[src/rtl/pwm_deadtime.sv]
// pwm_deadtime: turns the single-ended PWM into a complementary high/low gate
// pair with a programmable dead interval around every transition, enable
// gating and a latched fault shutdown. Everything runs in the PWM clock domain.
// Optional build macro PWM_DT_STATS_EN adds the glitch_cnt statistics output.
module pwm_deadtime #(
  parameter int DT_W       = 8,
  parameter int FAULT_SYNC = 2
) (
  input  logic            clk,
  input  logic            rst_n,
  input  logic            pwm_in,
  input  logic            enable,
  input  logic [DT_W-1:0] dead_time,
  input  logic            fault_n,
  input  logic            clear_fault,
`ifdef PWM_DT_STATS_EN
  output logic [15:0]     glitch_cnt,
`endif
  output logic            pwm_hi,
  output logic            pwm_lo,
  output logic            fault_latched
);

  typedef enum logic [2:0] {
    S_OFF,
    S_DEAD_HI,
    S_DEAD_LO,
    S_HI,
    S_LO,
    S_FAULT
  } state_t;

  state_t                r_state;
  state_t                w_state_nxt;
  logic [DT_W-1:0]       r_cnt;
  logic [DT_W-1:0]       w_cnt_nxt;
  logic [DT_W-1:0]       r_dt;
  logic [DT_W-1:0]       w_dt_nxt;
  logic [DT_W-1:0]       w_dt_eff;
  logic                  w_glitch;
  logic                  r_pwm_q;
  logic [FAULT_SYNC-1:0] r_fault_sync;
  logic                  w_fault;
  logic                  r_pwm_hi;
  logic                  r_pwm_lo;
  logic                  r_fault_latched;

  // A zero dead time still leaves one cycle with both switches off.
  assign w_dt_eff = (dead_time == '0) ? DT_W'(1) : dead_time;
  assign w_fault  = ~r_fault_sync[FAULT_SYNC-1];

  // Register the incoming PWM once; the FSM only ever looks at r_pwm_q.
  always_ff @(posedge clk or negedge rst_n) begin
    if (!rst_n) r_pwm_q <= 1'b0;
    else        r_pwm_q <= pwm_in;
  end

  // Fault synchroniser; resets to the no-fault level.
  always_ff @(posedge clk or negedge rst_n) begin
    if (!rst_n) r_fault_sync <= '1;
    else        r_fault_sync <= {r_fault_sync[FAULT_SYNC-2:0], fault_n};
  end

  // Next-state logic; every DEAD entry restarts the counter and recaptures dt.
  always_comb begin
    w_state_nxt = r_state;
    w_cnt_nxt   = r_cnt;
    w_dt_nxt    = r_dt;
    w_glitch    = 1'b0;
    if (w_fault) begin
      w_state_nxt = S_FAULT;
    end else if (r_state == S_FAULT) begin
      // A latched fault is only released by clear_fault, never by enable.
      if (clear_fault) w_state_nxt = S_OFF;
    end else if (!enable) begin
      w_state_nxt = S_OFF;
    end else begin
      case (r_state)
        S_OFF: begin
          w_state_nxt = r_pwm_q ? S_DEAD_HI : S_DEAD_LO;
          w_cnt_nxt   = '0;
          w_dt_nxt    = w_dt_eff;
        end
        S_DEAD_HI: begin
          if (!r_pwm_q) begin
            w_state_nxt = S_DEAD_LO;
            w_cnt_nxt   = '0;
            w_dt_nxt    = w_dt_eff;
            w_glitch    = 1'b1;
          end else if (r_cnt == r_dt - DT_W'(1)) begin
            w_state_nxt = S_HI;
          end else begin
            w_cnt_nxt = r_cnt + DT_W'(1);
          end
        end
        S_DEAD_LO: begin
          if (r_pwm_q) begin
            w_state_nxt = S_DEAD_HI;
            w_cnt_nxt   = '0;
            w_dt_nxt    = w_dt_eff;
            w_glitch    = 1'b1;
          end else if (r_cnt == r_dt - DT_W'(1)) begin
            w_state_nxt = S_LO;
          end else begin
            w_cnt_nxt = r_cnt + DT_W'(1);
          end
        end
        S_HI: begin
          if (!r_pwm_q) begin
            w_state_nxt = S_DEAD_LO;
            w_cnt_nxt   = '0;
            w_dt_nxt    = w_dt_eff;
          end
        end
        S_LO: begin
          if (r_pwm_q) begin
            w_state_nxt = S_DEAD_HI;
            w_cnt_nxt   = '0;
            w_dt_nxt    = w_dt_eff;
          end
        end
        default: w_state_nxt = S_OFF;
      endcase
    end
  end

  // State register with outputs decoded from the next state, so they stay exclusive.
  always_ff @(posedge clk or negedge rst_n) begin
    if (!rst_n) begin
      r_state         <= S_OFF;
      r_cnt           <= '0;
      r_dt            <= DT_W'(1);
      r_pwm_hi        <= 1'b0;
      r_pwm_lo        <= 1'b0;
      r_fault_latched <= 1'b0;
    end else begin
      r_state         <= w_state_nxt;
      r_cnt           <= w_cnt_nxt;
      r_dt            <= w_dt_nxt;
      r_pwm_hi        <= (w_state_nxt == S_HI);
      r_pwm_lo        <= (w_state_nxt == S_LO);
      r_fault_latched <= (w_state_nxt == S_FAULT);
    end
  end

  assign pwm_hi        = r_pwm_hi;
  assign pwm_lo        = r_pwm_lo;
  assign fault_latched = r_fault_latched;

`ifdef PWM_DT_STATS_EN
  logic [15:0] r_glitch_cnt;

  // Saturating count of dead intervals abandoned because the target flipped.
  always_ff @(posedge clk or negedge rst_n) begin
    if (!rst_n)                               r_glitch_cnt <= '0;
    else if (clear_fault)                     r_glitch_cnt <= '0;
    else if (w_glitch && r_glitch_cnt != '1)  r_glitch_cnt <= r_glitch_cnt + 16'd1;
  end

  assign glitch_cnt = r_glitch_cnt;
`endif

endmodule

[config.mk]
export PLATFORM = sky130hd
export DESIGN_NAME = pwm_deadtime
export DESIGN_NICKNAME = d
export VERILOG_FILES = /design/src/rtl/pwm_deadtime.sv
export SDC_FILE = /design/constraint.sdc
export NUM_CORES = 1
export LEC_CHECK = 0
export CAP_MARGIN = 20
export CORE_MARGIN = 5
export CORE_UTILIZATION = 54
export DETAILED_ROUTE_END_ITERATION = 10
export GPL_TIMING_DRIVEN = 0
export PLACE_DENSITY = 0.78
export SYNTH_ARGS = -nofsm -noshare
export SYNTH_HDL_FRONTEND = slang
export SYNTH_SLANG_ARGS = --single-unit
export TNS_END_PERCENT = 20
[constraint.sdc]
create_clock -name clk -period 4.8 [get_ports clk]
set_clock_uncertainty 0.1 [all_clocks]
set_input_delay 0.48 -clock clk [delete_from_list [all_inputs] [get_ports clk]]
set_output_delay 0.48 -clock clk [all_outputs]
set_load 0.005 [all_outputs]
Yosys cells after proc, flatten, opt, wreduce, memory -nomap -nowiden --
Index checks and enable logic that the tools add are counted. W data, S select, Z words.
Operators by class: add/subtract/negate cells 2, equal/unequal tests 13, multiplexer cells 22, bitwise operators 1, reduce and logical (&&, ||, !) cells 8
Operators with widths (number):
- $mux W8 | 8
- $pmux W8 S5 | 1
- $mux W3 | 10
- $pmux W8 S3 | 1
- $pmux W3 S5 | 1
- $eq A3 B3 Y1 const B | 4
- $reduce_and A6 Y1 | 2
- $eq A3 B2 Y1 const B | 3
- $add A8 B1 Y8 const B | 1
- $eq A8 B8 Y1 | 1
- $logic_not A8 Y1 | 1
- $sub A8 B1 Y8 const B | 1
- $ne A2 B2 Y1 const B | 3
- $reduce_bool A5 Y1 | 1
- $reduce_or A2 Y1 | 2
- $eq A3 B1 Y1 const B | 1
- $logic_not A3 Y1 | 1
- $reduce_bool A3 Y1 | 1
- $mux W2 | 1
- $ne A2 B1 Y1 const B | 1
- $not A1 Y1 | 1
Storage, ports and cells: flip-flop bits (word level) 25, input bits 14, output and inout bits 3, logic and storage cells 54

Depth between registers and ports, before layout --
word-level depth 9, gate-level depth with buffers 10, mapped depth without buffers 8

Least setup slack after synthesis --
Ideal clock, no wire load.
path type reg2reg, from reg r_dt[1], to reg r_cnt[2], library setup time 0.078 ns, arrival time 2.254 ns, data required time 4.622 ns, setup slack 2.368 ns, stages on the path, launching flop included 10, path buffers 1, period minus slack after synthesis 2.432 ns, path through dfrtp_1 > inv_1 > ha_1 > or3b_4 > o31a_1 > o2111ai_2 > a311oi_2 > buf_6 > or4_1 > a21oi_1
Between the ends: word-level cells in the longest chain between the ends 5, elaborated cells on any way between the ends 6, those cells by class add/sub: 1; eq/ne: 1; mux: 4
Ends and longest elaborated chain:
- start: declaration | RTL line 37 | logic [DT_W-1:0] r_dt;
- start signal: assignment | RTL line 139 | r_dt <= w_dt_nxt;
- $sub A8 B1 Y8 (*) | RTL line 90, 102
- $eq A8 B8 Y1 (*) | RTL line 90, 102
- $mux W8 (*)
- $mux W8 (on tied branches)
- $pmux W8 S5 (*)
- end signal: assignment | RTL line 138 | r_cnt <= w_cnt_nxt;
- end: declaration | RTL line 35 | logic [DT_W-1:0] r_cnt;
Every way passes the cells marked *; elsewhere a longest branch is shown, timed or not. A chain may end at the register's enable or synchronous reset.

Final worst setup path --
from reg r_dt[1], to reg r_pwm_hi (netlist: pwm_hi)
Between the ends: word-level cells in the longest chain between the ends 9, elaborated cells on any way between the ends 11, those cells by class add/sub: 1; eq/ne: 2; mux: 8
Ends and longest elaborated chain:
- $sub A8 B1 Y8 (*) | RTL line 90, 102
- $eq A8 B8 Y1 (*) | RTL line 90, 102
- $mux W3 (on tied branches) | RTL line 102, 90
- $mux W3 (on tied branches) | RTL line 97, 85
- $pmux W3 S5 (*) | RTL line 78 | case (r_state)
- $mux W3 (*) | RTL line 75 | end else if (!enable) begin
- $mux W3 (*) | RTL line 72 | end else if (r_state == S_FAULT) begin
- $mux W3 (*) | RTL line 70 | if (w_fault) begin
- $eq A3 B2 Y1 (*) | RTL line 140 | r_pwm_hi <= (w_state_nxt == S_HI);
- end signal: assignment | RTL line 140
- end: declaration | RTL line 44 | logic r_pwm_hi;
Marked as above.

==> reports/metrics.cfg <==
[status]
outcome=finished, final reports clean

[timing]
min_period_ns=2.65
grt_setup_unrepaired=false
fmax_ghz=0.377
tightest_slew_ns=0.798
final-setup-viol-count=0
finalSetupTns_ns=0
hold_ws_ns=0.266
slew_headroom_pct=46.7
hold_viol=0
post-route-period-util_pct=55.3
finalMaxSlewViolations=0

[yosys]
yosys_register_bits=25
synth_cells=154
synth_edf_count=0
yosysUniqueCellTypes=39
syn_nets=170
syn_area_um2=1410
synth-seq-area-share_pct=44.8
syn_avg_cell_area_um2=9.12
synthArstFlopShare_pct=100
synth_ff_type=dfrtp_1
yosysWarnings=0

[power]
switchingPower_mw=0.188
p_comb_share_pct=31.0
seq_power_share_pct=51.2
leakagePower_nw=0.679
p_clk_share_pct=17.7
ir_drop_mv=0.263
p_per_area_nw_per_um2=323
swShare_pct=35.1
internal-power_mw=0.347

[grt]
grtUsageTotal_pct=20.1
antenna_found_initial=0
grt_pass1_vias=1331
grt_first_pass_wirelength_mm=5.58
grt_max_degree=26
overflow=0

[die]
core.rowCount=18
die_x_um=61.0
die_y_um=61.0
start_util_pct=56.7
die_area_um2=3720
core_area_um2=2480
ios=17

[place]
place_inst=200
gp_congestion=0.774
dpl-instance-area_um2=1600
hpwl_mm=2.42
port_buffers=16

[clock_tree]
cts_root_buffer=clkbuf_4
clkSlewWorstSetupHoldPaths_ns=0.14
clk_latency_ns=0.32
cts_setup_buffers=0
cts_sinks=25
cts_hold_buf=0
htreeDepth=1
cts_buffers=3
clock_path_buffers=2
cts_resized=0
cts_tree=done

[finish]
layout-drive-gt1-share_pct=7.43
finalNonFillerCells=205
stdcell_area_um2=1660
final_util_pct=66.9
n_antenna_cell=0
areaGrowthSynthToFinish_pct=17.9
fin_nets=192

[route]
drt_iter0_drc=64
first_pass_iters=4
vias=1290
vias_per_cell=6.29
wl_per_cell_um=16.4
post-route-drc-count=0
wl_mm=3.36
final_antenna_net_count=0

[job]
max_cap_violations=0

[critical_path]
crit_slowest_cell=dfrtp_1
cp-start-kind=flop
arrival_ns=2.78
crit_required_ns=4.93
crit_type=reg2reg
max_stage_delay_ns=0.43
crit_chain=inv_1 -> ha_1 -> or3b_4 -> nor4_1 -> o2111ai_2 -> a311oi_2 -> buf_6 -> buf_6 -> nor2_1 -> nor4_1
cp-end-kind=flop
critPathMaxFanout=10

[hold_path]
hp-class=reg2reg

==> flip-flops by register name, indices dropped and copies added (netlist names) <==
register,flops
r_state,3
r_pwm_q,1
r_dt,8
pwm_hi,1
r_cnt,8
r_fault_sync,2
pwm_lo,1
fault_latched,1
==> cell type report <==
class | count | area, µm²
buffer | 7 | 41.3
clock buffer | 4 | 26.3
fill | 200 | 821
inverter | 7 | 26.3
multi-input combinational | 115 | 708
sequential | 25 | 629
tap | 30 | 37.5
timing repair buffer | 17 | 188
==> path summary, 6_finish.rpt <==
path / from / endpoint / slack, ns / cells past startpoint
hold reg to reg: r_fault_sync[0] / r_fault_sync[1] / 0.27 / 0
setup reg to reg: r_dt[1] / pwm_hi / 2.15 / 10
setup / recovery: r_dt[1] / pwm_hi / 2.15 / 10
min in group asynchronous: rst_n / r_cnt[6] / 0.38 / 1
hold / removal: r_fault_sync[0] / r_fault_sync[1] / 0.27 / 0
max in group asynchronous: rst_n / r_fault_sync[1] / 3.68 / 2
==> kinds of logic after synthesis <==
logic type	after synthesis	share of synthesized area (%)
xor+xnor	7	4.36
fa+ha+maj	2	1.78
compound gates	40	20.2
buf+inv	14	4.81
flops	25	44.8
simple gates	66	24.0
==> synth_stat cells (2+ instances only) <==
library cell | number | area (µm²)
or3_1 | 4 | 25.0
nor4_1 | 4 | 25.0
dfrtp_1 | 22 | 551
xnor2_1 | 3 | 26.3
nor2_1 | 6 | 22.5
dfstp_2 | 3 | 78.8
ha_1 | 2 | 25.0
inv_1 | 7 | 26.3
a211o_1 | 2 | 17.5
o21ai_1 | 2 | 10.0
nand4_1 | 2 | 12.5
clkbuf_1 | 5 | 18.8
xor2_1 | 4 | 35.0
o31a_1 | 2 | 17.5
o31ai_1 | 4 | 30.0
buf_6 | 2 | 22.5
a21o_1 | 2 | 15.0
nand2b_1 | 3 | 18.8
nand2_1 | 30 | 113
o211ai_1 | 3 | 22.5
or4_1 | 7 | 52.6
a21oi_1 | 8 | 40.0
o21ai_0 | 8 | 40.0
and3_1 | 2 | 12.5
nor3_1 | 3 | 15.0
==> power by group through the flow <==
stage | registers (mW) | clock network (mW) | logic [mW]
2_1_floorplan | 0.269 | 0 | 0.115
3_3_place_gp | 0.276 | 0 | 0.148
3_5_place_dp | 0.277 | 0 | 0.161
4_1_cts | 0.273 | 0.0957 | 0.162
5_1_grt | 0.278 | 0.103 | 0.183
6_report | 0.274 | 0.0949 | 0.166
==> per-layer routing <==
layer / track usage, % / vias up / part of all wire, %
met4: 10.8 / 0 / 1.9
met1: 22.8 / 624 / 40
met3: 2.10 / 9 / 5.3
li1: - / 606 / -
met2: 36.9 / 51 / 53
met5: 0 / - / 0
==> worst max-delay path: cells and delay by family, from the launching register on <==
kind / cells / cell delay [ns]
fa+ha+maj: 1 / 0.18
buf+inv: 3 / 0.41
flops: 1 / 0.43
simple gates: 4 / 0.94
compound gates: 2 / 0.49
==> cell usage in the layout (no fill, tap or decap), types with 6 or more instances in the layout <==
| cell | netlist | routed |
|---|---|---|
| nand2_1 | 30 | 30 |
| dfrtp_1 | 22 | 22 |
| clkdlybuf4s50_1 | 0 | 16 |
| o21ai_0 | 8 | 8 |
| a21oi_1 | 8 | 8 |
| inv_1 | 7 | 7 |
| or4_1 | 7 | 7 |
| clkbuf_1 | 5 | 6 |
| nor2_1 | 6 | 6 |
==> per-stage QoR <==
step                      power [mW]  setup WS [ns]
after global routing           0.564           1.94
after global placement         0.424           2.19
after CTS                      0.531           2.13
final                          0.535           2.15
after floorplan                0.384           2.37
after detailed placement       0.438           2.14
(Power assumes the default switching activity.)
